### src/rtl/fetch_pkg.sv
// Shared types and constants for the fetch-side icache request controller.
package fetch_pkg;

    typedef enum logic [2:0] {
        IDLE = 3'd0,
        REQ  = 3'd1,
        WAIT = 3'd2,
        HOLD = 3'd3,
        DROP = 3'd4
    } ireq_state_t;

    // Default width of the dropped-response counter
    localparam int unsigned DROP_CNT_W_DEFAULT = 16;

    // State entered on reset; one dead cycle precedes the first request
    localparam ireq_state_t IREQ_RESET_STATE = IDLE;

    // State entered once a stale response is owed after a redirect
    localparam ireq_state_t IREQ_STALE_STATE = DROP;

endpackage

### src/rtl/sat_counter.sv
// Saturating up-counter with synchronous active-low clear.
module sat_counter #(
    parameter int unsigned W = 16
) (
    input  logic         clk,
    input  logic         clr_n,
    input  logic         inc,
    output logic [W-1:0] cnt
);

    // Count up on inc, holding at all-ones instead of wrapping
    always_ff @(posedge clk) begin
        if (!clr_n) begin
            cnt <= '0;
        end else if (inc && (cnt != '1)) begin
            cnt <= cnt + W'(1);
        end
    end

endmodule

### src/rtl/inst_req_ctrl.sv
// Instruction-cache request sequencer for the fetch stage: one outstanding
// request, stall generation, and stale-response filtering after redirects.
module inst_req_ctrl
    import fetch_pkg::*;
#(
    parameter int unsigned DROP_CNT_W = DROP_CNT_W_DEFAULT
) (
    input  logic                  clk,
    input  logic                  resetn,
    input  logic                  d_stall,
    input  logic                  jb_req,
    output logic                  inst_req,
    input  logic                  inst_addr_ok,
    input  logic                  inst_data_ok,
    input  logic                  inst_second_ok_in,
    output logic                  f_stall,
    output logic                  fetch_data_ok,
    output logic                  fetch_second_ok,
    output logic                  fetch_valid,
    output logic [DROP_CNT_W-1:0] drop_cnt
);

    ireq_state_t state;
    ireq_state_t state_nxt;
    logic        drop_inc;
    logic        advance;

    // State register
    always_ff @(posedge clk) begin
        if (!resetn) begin
            state <= IREQ_RESET_STATE;
        end else begin
            state <= state_nxt;
        end
    end

    // Fetch-side strobes derived from the current state and live inputs
    always_comb begin
        inst_req        = (state == REQ);
        fetch_data_ok   = inst_data_ok && (state == WAIT) && !jb_req;
        fetch_second_ok = inst_second_ok_in && fetch_data_ok;
        fetch_valid     = fetch_data_ok || ((state == HOLD) && !jb_req);
        advance         = fetch_valid && !d_stall;
        f_stall         = !(advance || jb_req);
    end

    // Next-state selection; a redirect always wins over stall or delivery
    always_comb begin
        state_nxt = state;
        drop_inc  = 1'b0;
        case (state)
            IDLE: state_nxt = REQ;
            REQ: begin
                if (inst_addr_ok && jb_req) state_nxt = IREQ_STALE_STATE;
                else if (inst_addr_ok)      state_nxt = WAIT;
            end
            WAIT: begin
                if (inst_data_ok && jb_req) begin
                    state_nxt = REQ;
                    drop_inc  = 1'b1;
                end else if (inst_data_ok && !d_stall) begin
                    state_nxt = REQ;
                end else if (inst_data_ok) begin
                    state_nxt = HOLD;
                end else if (jb_req) begin
                    state_nxt = IREQ_STALE_STATE;
                end
            end
            HOLD: begin
                if (jb_req) begin
                    state_nxt = REQ;
                    drop_inc  = 1'b1;
                end else if (!d_stall) begin
                    state_nxt = REQ;
                end
            end
            DROP: begin
                if (inst_data_ok) begin
                    state_nxt = REQ;
                    drop_inc  = 1'b1;
                end
            end
            default: state_nxt = IREQ_RESET_STATE;
        endcase
    end

    sat_counter #(
        .W(DROP_CNT_W)
    ) u_drop_cnt (
        .clk  (clk),
        .clr_n(resetn),
        .inc  (drop_inc),
        .cnt  (drop_cnt)
    );

endmodule

### config.mk
export PLATFORM = sky130hd
export DESIGN_NAME = inst_req_ctrl
export DESIGN_NICKNAME = d
export VERILOG_FILES = /design/src/rtl/fetch_pkg.sv /design/src/rtl/sat_counter.sv /design/src/rtl/inst_req_ctrl.sv
export SDC_FILE = /design/constraint.sdc
export NUM_CORES = 1
export LEC_CHECK = 0
export CAP_MARGIN = 20
export CORE_MARGIN = 1.5
export CORE_UTILIZATION = 30
export CTS_CLUSTER_DIAMETER = 40
export DETAILED_ROUTE_END_ITERATION = 12
export PLACE_DENSITY = 0.55
export SETUP_SLACK_MARGIN = 0.02
export SLEW_MARGIN = 20
export SYNTH_ARGS = -nofsm -noshare
export SYNTH_HDL_FRONTEND = slang
export SYNTH_SLANG_ARGS = --single-unit
### constraint.sdc
create_clock -name clk -period 3.35 [get_ports clk]
set_input_delay 0.67 -clock clk [delete_from_list [all_inputs] [get_ports clk]]
set_output_delay 0.67 -clock clk [all_outputs]
set_load 0.01 [all_outputs]
== Word-level counts from Yosys, hierarchy flattened ==
Index checks and enable logic that the tools add are counted.
Storage, ports and cells
  register bits: 19
  input bits: 7
  output and inout bits: 21
  word-level logic and storage cells: 42
Cells by class
  $add $sub $neg: 1
  equality and inequality tests: 9
  multiplexer cells: 14
  reduce and logical (&&, ||, !) cells: 16
Operators with widths (number)
  3-bit two-way mux: 9
  16-bit by 1-bit adder with 16-bit output, second input constant: 1
  16-bit inequality test, second input constant: 1
  3-bit one-hot mux with 5 select lines: 1
  1-bit logical AND: 9
  3-bit by 2-bit == test with 1-bit output, second input constant: 2
  5-bit by 3-bit inequality test with 1-bit output, second input constant: 1
  4-bit AND reduction: 1
  3-bit by 1-bit == test with 1-bit output, second input constant: 1
  3-bit == test, second input constant: 1
  1-bit zero test: 3
  3-bit zero test: 1
  1-bit two-way mux: 3
  3-bit by 1-bit inequality test with 1-bit output, second input constant: 1
  3-bit inequality test, second input constant: 1
  1-bit one-hot mux with 3 select lines: 1
  1-bit logical OR: 2
  2-bit inequality test, second input constant: 1

== Longest topological paths before layout ==
Gate-level depths: netlist (run 1).
  depth in word-level cells: 7
  depth in mapped cells: 6
  mapped depth without buffers: 5

== Modules after synthesis ==
A second synthesis (run 1) with hierarchy kept.
Second synthesis, totals
  cell total of the unflattened synthesis: 134
  area, all modules: 1123.6 µm²
By module, submodules not included
  sat_counter: times used 1, cells an instance 97, area an instance 837.1 µm², sequential area each 320.3 µm²
  inst_req_ctrl: times used 1, cells an instance 37, area an instance 286.5 µm², sequential area each 60.1 µm²

== Least setup slack after synthesis (run 1) ==
OpenSTA, ideal clock, no wires.
  kind: input to output
  start point: input jb_req
  end point: output fetch_second_ok
  arrival time: 1206 ps
  required time: 2680 ps
  path slack: 1474 ps
  cell stages on the path: 3
  buffers on the path: 0
  cells stage by stage: nor2_1 and4b_2 and2_1
Between the ends
  cells in the longest elaborated chain, start to end: 3
RTL lines
  start: declaration: line inst_req_ctrl.sv:11  | input logic jb_req,
  1-bit zero test: line inst_req_ctrl.sv:40  | fetch_data_ok = inst_data_ok && (state == WAIT) && !jb_req;
  1-bit logical AND: line inst_req_ctrl.sv:40
  named net fetch_data_ok: line inst_req_ctrl.sv:17  | output logic fetch_data_ok,
  1-bit logical AND: line inst_req_ctrl.sv:41  | fetch_second_ok = inst_second_ok_in && fetch_data_ok;
  end: declaration: line inst_req_ctrl.sv:18  | output logic fetch_second_ok,
The timed path passes the listed nets, and every way through them passes these cells.

== Worst setup path in the final report (run 1) ==
  start point: input jb_req
  end point: output fetch_second_ok
Between the ends
  cells in the longest elaborated chain, start to end: 3
RTL lines (line)
  1-bit zero test: inst_req_ctrl.sv:40
  1-bit logical AND: inst_req_ctrl.sv:40
  1-bit logical AND: inst_req_ctrl.sv:41
Every way passes these cells.

==> results.md, run 1 <==
* Status: completed
* Cells resized by post-CTS repair at 0
* Area delta synth->final at 30.9%
* Synth Instances at 136
* Total clock sinks at 19
* Power density over cell area at 295 nW/um^2
* Type of the worst setup path: in2out
* Dpl hpwl at 2020 um
* Crit-path max FO at 7
* N_diodes at 0
* Sequential Power Share at 0.535
* Seq/Total Area, Yosys at 0.337
* Hold buffers post-CTS at 0
* Via density at 5.34
* Max frequency at 338 MHz
* Async SR Flop Fraction at 0
* Clk slew on worst S/H paths at 0.07 ns
* Most common cell in the synthesized netlist: dfxtp_1
* Die Y at 64.3 um
* CP startpoint kind: input port
* Layout fillers at 394
* Pre-antenna DRT Iters at 4
* WL/cell at 12.9 um
* DRC at 0
* Switching share of power at 0.236
* Top cell type's share of synthesized area at 0.337
* IO Pins at 28
* CTS tree: built
* Worst vdd ir at 0.115 mV
* Clk pwr share at 0.380
* CP required at 2.68 ns
* Die W at 64.3 um
* Total negative setup slack at 0 ns
* CTS max path bufs at 2
* Gate power share at 0.086
* Max_cap viols at 0
* CTS Buf Count at 3
* GP Congestion at 0.755
* Distinct cells, synth at 45
* Syn. warnings at 0
* Final Hold Vio Count at 0
* Placed Area at 1430 um^2
* Tightest Pin Transition at 0.873 ns
* Cell row count at 22
* Initial core utilization at 0.310
* Initial DRC Count at 53
* WL final at 2710 um
* Number of synthesized flops with an enable pin at 0
* Crit path capture type: primary output
* Pleak at 0.000449 uW
* Syn avg cell area at 8.29 um^2
* Leading post-synthesis cells by cell area: dfxtp_1 34%, nand2_1 4.7%, a21oi_1 4.4%
* RSZ-0062 raised after global routing: false
* Tcrit/Tclk final at 0.883
* Synth top cells by count: 19 x dfxtp_1, 14 x nand2_1, 10 x a21oi_1, 10 x o21ai_0, 6 x nor4_1
* Global-route wire length before repair at 4450 um
* Final Cell Area at 1480 um^2
* IO buf count at 27
* Synth area leader: dfxtp_1
* Largest net degree at the start of global routing at 17
* Post-Synthesis Cell Area at 1130 um^2
* Post-route minimum period at 2.96 ns
* Die ar. at 4130 um^2
* Max-slew violation count at 0
* Cell Int Power at 333 uW
* Syn Nets at 144
* Critical path arrival at 2.29 ns
* Core box area at 3630 um^2
* Grt total ovfl at 0
* Initial antenna violation count at 0
* Fraction of layout cells with a size suffix above 1 at 0.0859
* H-tree depth at 1
* Clock skew at 0.00519 ns
* Clock root buffer: clkbuf_8
* P_sw at 103 uW
* Final hold slack at 0.494 ns
* Clock latency at the later pin of the worst-skew pair at 0.26 ns
* Final setup viols at 0
* Setup Buffers After CTS at 0
* Gr usage total at 0.137
* Fin nets at 172
* Vias in the first global route at 1011
* Max-Slew Margin vs Limit at 0.413
* DRT antenna net count at 0
* Routed via count at 1126
* Hold Path Class: reg2reg
* Ys flop type: dfxtp_1
* Seq cells post-synth at 19
power groups by stage:
stage / Sequential [uW] / Combinational [uW] / Clock, uW
6_report: 233 / 37.3 / 165
5_1_grt: 233 / 40.8 / 181
4_1_cts: 233 / 37.7 / 172
3_5_place_dp: 238 / 37.4 / 0
3_3_place_gp: 238 / 36.9 / 0
2_1_floorplan: 236 / 21.2 / 0
final timing paths:
path	slack, ns	depth (start not counted)	to	start
setup / recovery	0.39	5	fetch_second_ok	jb_req
hold / removal	0.49	2	u_drop_cnt.cnt[7]	u_drop_cnt.cnt[7]
setup reg to reg	1.45	4	u_drop_cnt.cnt[8]	u_drop_cnt.cnt[2]
hold reg to reg	0.49	2	u_drop_cnt.cnt[7]	u_drop_cnt.cnt[7]
routing by layer:
layer	global-route usage	wire length (um)	vias up	share of wire
li1	-	-	569	-
met1	0.163	1320	530	0.48
met2	0.232	1260	22	0.46
met3	0.0246	88	5	0.032
met4	0.0718	53	0	0.020
met5	0	0	-	0
cells by family (layout without fill, tap and decap cells):
family,Yosys count,after routing,share of synthesized area
AND/OR/NAND/NOR,65,65,0.347
multiplexers,6,6,0.0544
AO/OA/AOI/OAI,35,35,0.199
adder cells (fa/ha/maj),1,1,0.0111
flip-flops,19,19,0.337
buffers and inverters,10,37,0.0510
worst max-delay path: stages:
cell and delay (ns):
clkdlybuf4s50_1 0.50, nor2_1 0.19, and4b_2 0.27, and2_1 0.13, clkdlybuf4s50_1 0.53
metrics by stage:
stage	cells	utilization	power [uW]	worst slack, ns
finish	211	0.406	435	0.393
global route	211	0.406	455	0.303
CTS	211	0.406	442	0.384
detailed placement	207	0.394	275	0.388
global placement	207	0.394	275	0.473
floorplan	136	-	257	1.47
flip-flops by register name (all words and copies together), names as in the netlist:
register,flops
state,3
u_drop_cnt.cnt,16
layout make-up:
class | instances | area [um^2] | area share
clock buffer | 4 | 45.0 | 0.0305
inverter | 4 | 15.0 | 0.0102
multi-input combinational | 107 | 689 | 0.467
sequential | 19 | 380 | 0.258
tap | 48 | 60.1 | 0.0407
timing repair buffer | 29 | 285 | 0.193
placed cells by master (no fill, tap or decap), drive strengths merged, types with 3 or more instances in the layout:
cell / n
inv: 3
o31ai: 3
clkbuf: 4
nand4: 4
o21a: 3
nor4: 7
nand2: 14
or4: 4
nor2: 5
and2: 3
o21ai: 10
clkdlybuf4s50: 27
mux2i: 5
nor3: 4
nand2b: 4
dfxtp: 19
a21oi: 11
nand3: 4
(Power assumes the default switching activity.)
==> run 2, diff against run 1 <==
- ABC_AREA: not set -> 1
- PLACE_DENSITY: 0.55 -> 0.54
==> results.md, run 2 <==
* Distinct cells, synth at 23 (-49%)
* Syn Nets at 208 (+44%)
* Most frequent cells in the layout: 64 x nand2_1, 30 x nor2_1, 27 x clkdlybuf4s50_1
* Seq cells post-synth at 19 (unchanged)
* CTS tree: built
* Area delta synth->final at 28.8%
* Pleak at 0.000620 uW (+38%)
* Pre-antenna DRT Iters at 4 (unchanged)
* Cell seen most often among critical-path stages: clkdlybuf4s50_1
* IO Pins at 28 (unchanged)
* CP startpoint kind: input port
* N_diodes at 0 (unchanged)
* Initial DRC Count at 37 (-30%)
* Max_cap viols at 0 (unchanged)
* Initial core utilization at 0.308 (-0.00245)
* Most common cell in the synthesized netlist: nand2_1
* Most flop-heavy register: u_drop_cnt.cnt
* Clock skew at 0.00117 ns (-0.00402 ns)
* Status: completed
* Synth Instances at 200 (+47%)
* Type of the worst setup path: in2out
* H-tree depth at 1 (unchanged)
* Initial antenna violation count at 0 (unchanged)
* Grt total ovfl at 0 (unchanged)
* Number of synthesized flops with an enable pin at 0 (unchanged)
* WL final at 2830 um (+4.4%)
* Syn avg cell area at 6.11 um^2 (-26%)
* GP Congestion at 0.834 (+10%)
* Clk slew on worst S/H paths at 0.07 ns (about the same)
* CP required at 2.68 ns (about the same)
* Hold buffers post-CTS at 0 (unchanged)
* Cells resized by post-CTS repair at 0 (unchanged)
* Hold Path Class: reg2reg
* Leading post-synthesis cells by cell area: dfxtp_1 31%, nand2_1 20%, nor2_1 9.2%
* Largest regs: u_drop_cnt.cnt x16, state x3
* Die W at 66.8 um (+3.9%)
* Clk pwr share at 0.298 (-0.082)
* Crit-path max FO at 4 (-3)
* Synth top cells by count: 64 x nand2_1, 30 x nor2_1, 24 x inv_1
* Number of flip-flops in the largest register at 16 (unchanged)
* Crit path capture type: primary output
* Cell Int Power at 375 uW (+13%)
* Critical path arrival at 2.11 ns (-0.18 ns)
* Post-Synthesis Cell Area at 1220 um^2 (+8.4%)
* Crit-path max cell delay at 0.54 ns (about the same)
* CTS max path bufs at 2 (unchanged)
* Final hold slack at 0.529 ns (+0.0350 ns)
* DRC at 0 (unchanged)
* Commonest non-fill, non-tap cell in the layout: nand2_1
* Largest net degree at the start of global routing at 16 (-1)
* Seq/Total Area, Yosys at 0.311 (-0.0262)
* CTS Buf Count at 3 (unchanged)
* Max frequency at 360 MHz (+6.5%)
* Top cell type's share of synthesized area at 0.311 (-0.0262)
* Dpl hpwl at 2140 um (+6.3%)
* Post-route minimum period at 2.78 ns (-0.182 ns)
* P_sw at 166 uW (+62%)
* Fin nets at 237 (+38%)
* Die Y at 66.8 um (+3.9%)
* Global-route wire length before repair at 4930 um (+11%)
* WL/cell at 10.2 um (-21%)
* Core box area at 3970 um^2 (+9.3%)
* Via density at 4.55 (-15%)
* Clock latency at the later pin of the worst-skew pair at 0.25 ns (about the same)
* RSZ-0062 raised after global routing: false
* Syn. warnings at 0 (unchanged)
* Ys flop type: dfxtp_1
* Sequential Power Share at 0.466 (-0.069)
* Die ar. at 4470 um^2 (+8.0%)
* Clock root buffer: clkbuf_8
* Placed Area at 1530 um^2 (+6.9%)
* Tcrit/Tclk final at 0.829 (-0.0542)
* Fraction of layout cells with a size suffix above 1 at 0.0746 (-0.0113)
* Gate power share at 0.236 (+0.150)
* Cell row count at 23 (+4.5%)
* Delay-heaviest family, CP: buffers and inverters
* Final setup viols at 0 (unchanged)
* DRT antenna net count at 0 (unchanged)
* Total negative setup slack at 0 ns (unchanged)
* Vias in the first global route at 1142 (+13%)
* Worst vdd ir at 0.153 mV (+33%)
* Final Cell Area at 1570 um^2 (+6.7%)
* Switching share of power at 0.307 (+0.0715)
* Tightest Pin Transition at 0.436 ns (-0.437 ns)
* Final Hold Vio Count at 0 (unchanged)
* Critical path's slowest cell: clkdlybuf4s50_1
* Routed via count at 1266 (+12%)
* Buffers and inverters on the worst path at 4 (+2)
* Async SR Flop Fraction at 0 (unchanged)
* Total Power at 540 uW (+24%)
* Setup Buffers After CTS at 0 (unchanged)
* Worst path cell trace: clkdlybuf4s50_1 -> inv_2 -> nand2_2 -> nand2_1 -> o21ai_0 -> inv_1 -> clkdlybuf4s50_1
* Gr usage total at 0.143 (+0.00594)
* Power density over cell area at 343 nW/um^2 (+16%)
* Total clock sinks at 19 (unchanged)
* Synth area leader: dfxtp_1
* Max-slew violation count at 0 (unchanged)
* IO buf count at 27 (unchanged)
* Max-Slew Margin vs Limit at 0.709 (+0.296)
==> run 2: worst min-delay path, cell delays in order (launching register included) <==
cell and delay (ns):
dfxtp_1 0.34, nor2_1 0.10, nor2_1 0.05
==> run 2: path summary, 6_finish.rpt <==
check	start	end	slack, ns	depth (start not counted)
max	inst_data_ok	f_stall	0.57	7
min reg2reg	u_drop_cnt.cnt[1]	u_drop_cnt.cnt[1]	0.53	2
max reg2reg	u_drop_cnt.cnt[0]	u_drop_cnt.cnt[10]	1.70	9
min	u_drop_cnt.cnt[1]	u_drop_cnt.cnt[1]	0.53	2
==> run 2: cell families (layout without fill, tap and decap cells) <==
logic type                 Yosys count  in the layout  share of synthesized area
DFF                                 19             19                      0.311
AOI/OAI and AO/OA                   21             21                     0.0931
and+or+nand+nor                    124            124                      0.445
buffers and inverters               30             58                      0.104
xor gates and xnor gates             5              5                     0.0358
adders and majority gates            1              1                     0.0102
==> run 2: metrics by stage <==
step                cells  setup WS [ns]   util
global route          278          0.492  0.396
CTS                   278          0.569  0.396
floorplan             200           1.63      -
global placement      274          0.582  0.385
finish                278          0.574  0.396
detailed placement    274          0.566  0.385
==> run 2: final cells by class <==
cell class                 instances  area [um^2]
multi-input combinational        151          714
timing repair buffer              27          270
clock buffer                       4         45.0
fill                             451         2400
tap                               50         62.6
inverter                          27          101
sequential                        19          380
==> run 2: metal layers <==
metal | vias to the layer above | wire length [um] | global-route usage
met5 | - | 0 | 0
met4 | 0 | 41 | 0.0459
met3 | 5 | 80 | 0.0253
met2 | 17 | 1330 | 0.236
met1 | 556 | 1380 | 0.186
li1 | 688 | - | -
==> run 2: power groups by stage <==
| stage | clock network (uW) | logic [uW] | registers (uW) |
|---|---|---|---|
| floorplan | 0 | 85.3 | 255 |
| detailed placement | 0 | 129 | 256 |
| global placement | 0 | 130 | 257 |
| global route | 177 | 145 | 254 |
| finish | 161 | 128 | 252 |
| CTS | 171 | 129 | 251 |
